--- config.mk ---
export PLATFORM = sky130hd
export DESIGN_NAME = mem_access_ctrl
export DESIGN_NICKNAME = d
export VERILOG_FILES = /design/src/rtl/mem_ctrl_pkg.sv /design/src/rtl/mem_timeout_cnt.sv /design/src/rtl/mem_access_ctrl.sv
export SDC_FILE = /design/constraint.sdc
export NUM_CORES = 1
export LEC_CHECK = 0
export BUFFER_PORTS_ARGS = -buffer_cell sky130_fd_sc_hd__clkbuf_2
export CAP_MARGIN = 20
export CORE_MARGIN = 2
export CORE_UTILIZATION = 30
export CTS_BUF_LIST = sky130_fd_sc_hd__clkbuf_8
export CTS_CLUSTER_SIZE = 30
export DETAILED_ROUTE_END_ITERATION = 8
export GPL_TIMING_DRIVEN = 0
export PLACE_DENSITY_LB_ADDON = 0.08
export SYNTH_ARGS = -nofsm -noshare
export SYNTH_HDL_FRONTEND = slang
export SYNTH_HIERARCHICAL = 1
export SYNTH_SLANG_ARGS = --single-unit
--- constraint.sdc ---
create_clock -name clk -period 2.6 [get_ports clk]
set_input_delay 0.26 -clock clk [delete_from_list [all_inputs] [get_ports clk]]
set_output_delay 0.26 -clock clk [all_outputs]
set_load 0.02 [all_outputs]
--- src/rtl/mem_ctrl_pkg.sv ---
// Shared types for the MEM-stage access controller: FSM state encoding,
// error codes and the alignment helper.
package mem_ctrl_pkg;

  typedef enum logic [1:0] {
    IDLE = 2'd0,
    BUSY = 2'd1,
    DONE = 2'd2
  } state_t;

  typedef logic [1:0] err_code_t;

  localparam err_code_t ERR_NONE     = 2'd0;
  localparam err_code_t ERR_TIMEOUT  = 2'd1;
  localparam err_code_t ERR_MISALIGN = 2'd2;
  localparam err_code_t ERR_ILLEGAL  = 2'd3;

  // Word accesses only: any nonzero byte offset is a fault.
  function automatic logic is_misaligned(input logic [1:0] addr_lo);
    return (addr_lo != 2'b00);
  endfunction

endpackage

--- src/rtl/mem_timeout_cnt.sv ---
// Counts BUSY cycles of an outstanding memory access; expired flags the last
// allowed wait cycle. A zero limit disables expiry.
module mem_timeout_cnt #(
  parameter int CNT_W = 8
) (
  input  logic             clk,
  input  logic             rst,
  input  logic             clear,
  input  logic             enable,
  input  logic [CNT_W-1:0] limit,
  output logic             expired
);

  localparam logic [CNT_W-1:0] CNT_ONE  = CNT_W'(1'b1);
  localparam logic [CNT_W-1:0] CNT_ZERO = {CNT_W{1'b0}};

  logic [CNT_W-1:0] count_r;

  // Wait-cycle counter: clear on request issue, step each unacknowledged cycle.
  always_ff @(posedge clk) begin
    if (rst) begin
      count_r <= CNT_ZERO;
    end else if (clear) begin
      count_r <= CNT_ZERO;
    end else if (enable) begin
      count_r <= count_r + CNT_ONE;
    end else begin
      count_r <= count_r;
    end
  end

  assign expired = (limit != CNT_ZERO) && (count_r == (limit - CNT_ONE));

endmodule

--- src/rtl/mem_access_ctrl.sv ---
// MEM-stage data-memory sequencer: issues one req/ack transaction per load or
// store, freezes the upstream pipeline while it is outstanding, flags faults.
module mem_access_ctrl
  import mem_ctrl_pkg::*;
#(
  parameter int ADDR_W  = 32,
  parameter int DATA_W  = 32,
  parameter int TIMEOUT = 255,
  parameter int CNT_W   = 8
) (
  input  logic              clk,
  input  logic              rst,
  input  logic              mem_r_en,
  input  logic              mem_w_en,
  input  logic              wb_en_in,
  input  logic [ADDR_W-1:0] alu_res,
  input  logic [DATA_W-1:0] st_val,
  output logic              mem_req,
  output logic              mem_we,
  output logic [ADDR_W-1:0] mem_addr,
  output logic [DATA_W-1:0] mem_wdata,
  input  logic              mem_ack,
  input  logic [DATA_W-1:0] mem_rdata,
  output logic [DATA_W-1:0] rdata,
  output logic              freeze,
  output logic              wb_en_out,
  output logic              err_timeout,
  output logic              err_misalign,
  output logic              err_illegal
);

  localparam logic [CNT_W-1:0] TIMEOUT_LIM = CNT_W'(TIMEOUT);

  state_t            state_r;
  state_t            state_next_s;
  err_code_t         err_code_s;
  logic              access_s;
  logic              misalign_s;
  logic              illegal_s;
  logic              freeze_s;
  logic              issue_s;
  logic              ack_done_s;
  logic              timeout_s;
  logic              misalign_done_s;
  logic              cnt_clear_s;
  logic              cnt_en_s;
  logic              cnt_expired_s;

  logic              mem_req_r;
  logic              mem_we_r;
  logic [ADDR_W-1:0] mem_addr_r;
  logic [DATA_W-1:0] mem_wdata_r;
  logic [DATA_W-1:0] rdata_r;
  logic              err_timeout_r;
  logic              err_misalign_r;
  logic              err_illegal_r;

  assign access_s   = mem_r_en | mem_w_en;
  assign misalign_s = access_s & is_misaligned(alu_res[1:0]);
  assign illegal_s  = mem_r_en & mem_w_en;

  mem_timeout_cnt #(
    .CNT_W (CNT_W)
  ) u_timeout_cnt (
    .clk     (clk),
    .rst     (rst),
    .clear   (cnt_clear_s),
    .enable  (cnt_en_s),
    .limit   (TIMEOUT_LIM),
    .expired (cnt_expired_s)
  );

  // Next-state, freeze and datapath strobes; an ack on the last wait cycle beats the timeout.
  always_comb begin
    state_next_s    = state_r;
    freeze_s        = 1'b0;
    issue_s         = 1'b0;
    ack_done_s      = 1'b0;
    timeout_s       = 1'b0;
    misalign_done_s = 1'b0;
    cnt_clear_s     = 1'b0;
    cnt_en_s        = 1'b0;
    err_code_s      = ERR_NONE;
    case (state_r)
      IDLE: begin
        if (access_s) begin
          freeze_s = 1'b1;
          if (misalign_s) begin
            state_next_s    = DONE;
            misalign_done_s = 1'b1;
            err_code_s      = ERR_MISALIGN;
          end else begin
            state_next_s = BUSY;
            issue_s      = 1'b1;
            cnt_clear_s  = 1'b1;
            if (illegal_s) begin
              err_code_s = ERR_ILLEGAL;
            end else begin
              err_code_s = ERR_NONE;
            end
          end
        end else begin
          freeze_s = 1'b0;
        end
      end
      BUSY: begin
        freeze_s = 1'b1;
        if (mem_ack) begin
          state_next_s = DONE;
          ack_done_s   = 1'b1;
        end else if (cnt_expired_s) begin
          state_next_s = DONE;
          timeout_s    = 1'b1;
          err_code_s   = ERR_TIMEOUT;
        end else begin
          cnt_en_s = 1'b1;
        end
      end
      DONE: begin
        state_next_s = IDLE;
      end
      default: begin
        state_next_s = IDLE;
      end
    endcase
  end

  // FSM state register.
  always_ff @(posedge clk) begin
    if (rst) begin
      state_r <= IDLE;
    end else begin
      state_r <= state_next_s;
    end
  end

  // Request, load-result and error-pulse registers; the error code decodes to one flag at most.
  always_ff @(posedge clk) begin
    if (rst) begin
      mem_req_r      <= 1'b0;
      mem_we_r       <= 1'b0;
      mem_addr_r     <= {ADDR_W{1'b0}};
      mem_wdata_r    <= {DATA_W{1'b0}};
      rdata_r        <= {DATA_W{1'b0}};
      err_timeout_r  <= 1'b0;
      err_misalign_r <= 1'b0;
      err_illegal_r  <= 1'b0;
    end else begin
      if (issue_s) begin
        mem_req_r   <= 1'b1;
        mem_we_r    <= mem_w_en;
        mem_addr_r  <= alu_res;
        mem_wdata_r <= st_val;
      end else if (ack_done_s | timeout_s) begin
        mem_req_r <= 1'b0;
      end
      if (ack_done_s & ~mem_we_r) begin
        rdata_r <= mem_rdata;
      end else if (timeout_s | misalign_done_s) begin
        rdata_r <= {DATA_W{1'b0}};
      end
      err_timeout_r  <= (err_code_s == ERR_TIMEOUT);
      err_misalign_r <= (err_code_s == ERR_MISALIGN);
      err_illegal_r  <= (err_code_s == ERR_ILLEGAL);
    end
  end

  assign mem_req      = mem_req_r;
  assign mem_we       = mem_we_r;
  assign mem_addr     = mem_addr_r;
  assign mem_wdata    = mem_wdata_r;
  assign rdata        = rdata_r;
  assign freeze       = freeze_s;
  assign wb_en_out    = wb_en_in & ~freeze_s;
  assign err_timeout  = err_timeout_r;
  assign err_misalign = err_misalign_r;
  assign err_illegal  = err_illegal_r;

endmodule

---- Word-level counts from Yosys, hierarchy flattened ----
Index checks and enable logic that the tools add are counted.
storage, ports and cells
  register bits after elaboration ......... 111
  bits of input ports ..................... 102
  output and inout bits ................... 103
cells by class
  $add $sub $neg .......................... 1
  equal/unequal tests ..................... 7
  multiplexer cells ....................... 31
  bitwise operators ....................... 9
  reductions and logical operators ........ 6
operators with widths
  kind                                            count
  2-to-1 mux 32 bit                               2
  2-to-1 mux 1 bit                                19
  2-to-1 mux 2 bit                                7
  adder 8 x 1 -> 8 bit (second input constant)    1
  == test 8 bit (second input constant)           1
  one-hot mux 2 bit (2 select lines)              2
  nonzero test 2 bit                              3
  bitwise AND 1 bit                               4
  == test 2 x 1 -> 1 bit (second input constant)  2
  == test 2 bit (second input constant)           2
  != test 3 bit (second input constant)           1
  bitwise OR 1 bit                                3
  zero test 2 bit                                 1
  != test 2 bit (second input constant)           1
  NOT 1 bit                                       2
  one-hot mux 1 bit (2 select lines)              1
  AND reduction 2 bit                             1
  OR reduction 2 bit                              1

---- Depth between registers and ports, before layout ----
  depth after elaboration ................. 8
  depth in mapped cells ................... 11
  gate-level depth less buffers ........... 10

---- Modules after synthesis ----
The synthesis kept the hierarchy.
by module, submodules not included
  module           times used  cells an instance  area an instance (um^2)  sequential area each (um^2)
  mem_access_ctrl  1           470                3995.1                   2062.0
  mem_timeout_cnt  1           71                 598.1                    160.2

---- Worst setup path before layout ----
No wires, ideal clock.
  path kind ............................... register to register
  start ................................... register u_timeout_cnt.count_r[5]
  end ..................................... register rdata_r[10], in the netlist rdata[10]
  library setup time ...................... 0.129 ns
  arrival time ............................ 2.015 ns
  data required time ...................... 2.471 ns
  setup slack ............................. 0.456 ns
  stages on the path, launching flop included .. 9
  clock period less this slack ............ 2.144 ns
  cells stage by stage .................... dfxtp_1 > xnor2_1 > o21a_1 > o21ai_1 > a2111oi_2 > nand2b_1 > a21oi_1 > clkbuf_1 > o31ai_1
on the way
  word-level cells in the longest chain between the ends .. 6
ends and longest elaborated chain
  what                                 RTL line                source
  start: declaration                   mem_timeout_cnt.sv:17   logic [CNT_W-1:0] count_r;
  start signal: assignment             mem_timeout_cnt.sv:26   count_r <= count_r + CNT_ONE;
  start signal: assignment             mem_timeout_cnt.sv:28   count_r <= count_r;
  == test 8 bit                        mem_timeout_cnt.sv:32   assign expired = (limit != CNT_ZERO) && (count_r == (limit - CNT_ONE));
  via cnt_expired_s                    mem_access_ctrl.sv:47   logic cnt_expired_s;
  2-to-1 mux 1 bit                     mem_access_ctrl.sv:111  end else if (cnt_expired_s) begin
  2-to-1 mux 1 bit                     mem_access_ctrl.sv:108  if (mem_ack) begin
  2-to-1 mux 1 bit                     mem_access_ctrl.sv:84   case (state_r)
  bitwise OR 1 bit                     mem_access_ctrl.sv:159  end else if (timeout_s | misalign_done_s) begin
  nonzero test 2 bit (no source line)  --
  end signal: assignment               mem_access_ctrl.sv:144  rdata_r <= {DATA_W{1'b0}};
  end signal: assignment               mem_access_ctrl.sv:158  rdata_r <= mem_rdata;
  end signal: assignment               mem_access_ctrl.sv:160  rdata_r <= {DATA_W{1'b0}};
  end: declaration                     mem_access_ctrl.sv:53   logic [DATA_W-1:0] rdata_r;
The timed path passes the listed nets, and every way through them passes these cells.
A chain may end at the register's enable or synchronous reset.

---- Worst setup path in the final report ----
  start ................................... register u_timeout_cnt.count_r[2]
  end ..................................... register u_timeout_cnt.count_r[7]
on the way
  word-level cells in the longest chain between the ends .. 4
  elaborated cells on any way between the ends .. 5
  classes of those cells .................. add/sub (1); eq/ne (1); mux (3)
ends and longest elaborated chain
  what               RTL line                source
  == test 8 bit      mem_timeout_cnt.sv:32
  via cnt_expired_s  mem_access_ctrl.sv:47
  2-to-1 mux 1 bit   mem_access_ctrl.sv:111
  2-to-1 mux 1 bit   mem_access_ctrl.sv:108
  2-to-1 mux 1 bit   mem_access_ctrl.sv:84
  via cnt_en_s       mem_access_ctrl.sv:46   logic cnt_en_s;
The timed path passes the listed nets, and every way through them passes these cells.

==> Implementation_results.wiki <==
{| class="wikitable"
! Metric !! Value
|-
| Run status || completed
|-
| Worst IR Drop VDD || 219 µV
|-
| Initial cell density of the core || 30.4%
|-
| Cell breakdown of the critical path || a21boi_0 -> o31ai_1 -> a2111oi_4 -> nor3_1 -> clkbuf_2 -> nand4_1 -> or3_1 -> a21oi_1
|-
| Total placed cells including tap cells || between 900 and 1,000
|-
| Summed instance area of the synthesized netlist || approximately 4600 µm²
|-
| Maximum clock frequency || between 400 and 500 MHz
|-
| Tot GR Track Use || 17.1%
|-
| First-pass GRT wire length || 22,200 µm
|-
| Drt first pass iters || 5
|-
| Crit Path Class || flop to flop
|-
| Number of warning messages in the yosys log || 6
|-
| Core Box Area || 15,100 µm²
|-
| Power per unit of standard cell area || 551 nW/µm²
|-
| Max-slew violation count || 0
|-
| Number of I/O port buffers || about 200
|-
| CP Data Arrival Time || between 2000 and 3000 ps
|-
| Setup slack of the critical path after layout || 266 ps
|-
| Combinational family with the most area after synthesis || compound AO/OA/AOI/OAI gates
|-
| EDFF count, synth || 0
|-
| Max-cap viol count || 0
|-
| Critical Path Sink Type || flop
|-
| Clock sinks || 111
|-
| Fin nets || 887
|-
| Kind of start point of the critical path || flop
|-
| Slew @ Worst Pin || 665 ps
|-
| Largest net degree at the start of global routing || 17
|-
| CTS Buf Count || 9
|-
| Hold buffer count at cts || 0
|-
| Remaining global-route overflow || 0
|-
| Largest buffer count on any clock path || 2
|-
| Worst-path fanout max || 7
|-
| Fin crit share || 89.8%
|-
| Number of levels in the clock H-tree || 3
|-
| Syn_area_per_cell || approximately 8.5 µm²
|-
| DR iter-0 viols || 196
|-
| Via total after detailed routing || 4,692
|-
| Cell area after layout || 6170 µm²
|-
| Final Wtd Congestion || 0.753
|-
| Share of the synthesized netlist area taken by xor and xnor gates || 2.86%
|-
| Die Height || 128 µm
|-
| Compound-Gate Fraction of Synth Area || 21.7%
|-
| Number of setup violations in the final report || 0
|-
| Dominant delay contributor by cell family on the critical path || simple AND/OR/NAND/NOR gates
|-
| Required time of the worst setup path || 2920 ps
|-
| Post-detail-place hpwl || 10,900 µm
|-
| I/O pin total || 205
|-
| Adder-cell share of the synthesized area || 0.817%
|-
| Final min period || roughly 2300 ps
|-
| Routed wire length || 14,400 µm
|-
| Register bit total from synthesis || 111
|-
| Number of filler cells placed in the layout || between 1,500 and 2,000
|-
| CP max stage cell || sky130_fd_sc_hd__dfxtp_1
|-
| Latest clock arrival within the worst-skew pair || 380 ps
|-
| Pre-CTS setup slack || -94.2 ps
|-
| CTS tree || yes
|-
| Post-Syn Instances || about 540
|-
| CP bufs+invs || 1
|-
| Horiz. Die Dim || 128 µm
|-
| Highest cell delay on the worst timing path || 390 ps
|-
| Most common cell after layout, fill and taps aside || sky130_fd_sc_hd__clkbuf_2
|-
| Sequential share of the synthesized area || 48.4%
|-
| Final hold viol count || 0
|-
| Static Leakage || 0.00261 µW
|-
| Worst min-delay path class || input pin to flop
|-
| Basic-gate share of the synthesized area counting and, or, nand and nor cells || roughly 18%
|-
| DR vias/cell || 4.82
|-
| Post-route non-filler standard cell count || 974
|-
| Area of placed instances || between 5000 and 6000 µm²
|-
| Master cell of the clock root buffer || sky130_fd_sc_hd__clkbuf_8
|-
| DRC Markers || 0
|-
| Floorplan row count || 45
|-
| Initial antenna violation count || 0
|-
| Number of diodes added for antenna fixing || 0
|-
| Via count of the first global-routing pass || 4,479
|-
| Synth Flop Type || sky130_fd_sc_hd__dfxtp_1
|-
| Share of layout cells above drive strength 1 || 32.1%
|-
| Synth unique cells || 46
|-
| Wire length per cell || 14.8 µm
|-
| Commonest non-fill, non-tap cells in the layout || 208 x sky130_fd_sc_hd__clkbuf_2, 111 x sky130_fd_sc_hd__dfxtp_1, 95 x sky130_fd_sc_hd__nand3_1, 67 x sky130_fd_sc_hd__a21oi_1, 61 x sky130_fd_sc_hd__o21ai_1
|-
| FFs w/ async S/R, synth || 0%
|-
| Area of the die || 16,300 µm²
|-
| Unrepaired setup endpoints after global routing || false
|-
| Remaining antenna violation count after routing || 0
|-
| Worst-case clock skew || 10.5 ps
|-
| Share of synthesized area spent on multiplexers || 0.218%
|-
| Max transition margin || 55.3%
|-
| Clock-pin slew on the worst setup and hold paths || 100 ps
|-
| Area growth from synthesis to layout || 34.2%
|}
==> worst paths after layout <==
path	from	end	slack, ps	depth (start not counted)
setup / recovery	u_timeout_cnt/count_r[2]	u_timeout_cnt/count_r[7]	270	8
hold / removal	mem_rdata[25]	rdata[25]	100	3
setup reg to reg	u_timeout_cnt/count_r[2]	u_timeout_cnt/count_r[7]	270	8
hold reg to reg	rdata[16]	rdata[16]	470	2
==> area by class of cell <==
type	instances	area (µm²)	area share, %
multi-input cells	371	2100	34.1
inverters	36	135	2.19
clock inverters	4	46.3	0.751
clock buffers	11	151	2.46
repair buffers	204	1020	16.6
well taps	188	235	3.81
plain buffers	49	251	4.08
flip-flops and latches	111	2220	36.0
==> cells in the mapped netlist (3+ instances only) <==
library cell | count | area share, %
sky130_fd_sc_hd__nand3_1 | 95 | 10
sky130_fd_sc_hd__dfxtp_1 | 111 | 48
sky130_fd_sc_hd__nor2_1 | 12 | 0.98
sky130_fd_sc_hd__nand2b_1 | 3 | 0.41
sky130_fd_sc_hd__a21oi_1 | 68 | 7.4
sky130_fd_sc_hd__o21ai_1 | 61 | 6.6
sky130_fd_sc_hd__clkbuf_1 | 31 | 2.5
sky130_fd_sc_hd__or2_2 | 4 | 0.54
sky130_fd_sc_hd__nand2_1 | 8 | 0.65
sky130_fd_sc_hd__o31ai_1 | 33 | 5.4
sky130_fd_sc_hd__buf_2 | 11 | 1.2
sky130_fd_sc_hd__nor3_1 | 3 | 0.33
sky130_fd_sc_hd__nand4_1 | 4 | 0.54
sky130_fd_sc_hd__xnor2_1 | 7 | 1.3
sky130_fd_sc_hd__inv_1 | 36 | 2.9
sky130_fd_sc_hd__xor2_1 | 8 | 1.5
sky130_fd_sc_hd__ha_1 | 3 | 0.82
sky130_fd_sc_hd__buf_6 | 6 | 1.5
sky130_fd_sc_hd__o21ai_0 | 7 | 0.76
==> kinds of logic (layout without fill, tap and decap cells) <==
logic type               after synthesis  in the layout
XOR/XNOR                              15             15
AND/OR/NAND/NOR                      148            148
adder cells (fa/ha/maj)                3              3
multiplexers                           1              1
AO/OA/AOI/OAI                        177            177
flip-flops                           111            111
buffers and inverters                 85            304
other                                  1             27
==> flip-flops by register name, indices dropped and copies added (netlist names) <==
name / flops
err_timeout: 1
mem_req: 1
err_misalign: 1
mem_we: 1
u_timeout_cnt/count_r: 8
mem_addr: 32
rdata: 32
err_illegal: 1
state_r: 2
mem_wdata: 32
==> power by group <==
group	switching [µW]	internal [µW]
logic	339	193
registers	32.7	1760
clock network	585	489
total	956	2440
==> per-stage QoR <==
step,hold WS [ps],power (µW),utilization (%),TNS [ps]
after floorplan,400,2140,-,0
after global placement,452,2350,39.4,-1250
after detailed placement,455,2360,39.4,-2150
after CTS,76.2,3440,40.7,0
after global routing,73.3,3580,40.9,0
final,102,3390,40.9,0
==> worst reg2reg max path, stage by stage, from the launching register on <==
cell	delay, ps
sky130_fd_sc_hd__dfxtp_1	390
sky130_fd_sc_hd__a21boi_0	160
sky130_fd_sc_hd__o31ai_1	380
sky130_fd_sc_hd__a2111oi_4	120
sky130_fd_sc_hd__nor3_1	270
sky130_fd_sc_hd__clkbuf_2	240
sky130_fd_sc_hd__nand4_1	200
sky130_fd_sc_hd__or3_1	390
sky130_fd_sc_hd__a21oi_1	130
==> per-layer routing <==
metal	up-vias	part of all wire (%)	GRT usage, %
li1	2362	-	-
met2	171	46	27.5
met3	22	7.6	4.05
met1	2137	44	22.0
met4	0	2.3	7.18
met5	-	0	0
==> what timing repair did <==
action | in CTS | in global routing
gates resized for setup | 1 | 8
pin swaps | 0 | 0
endpoints found under the setup margin | 30 | 31
buffers inserted | 0 | 0
(Power assumes the default switching activity.)
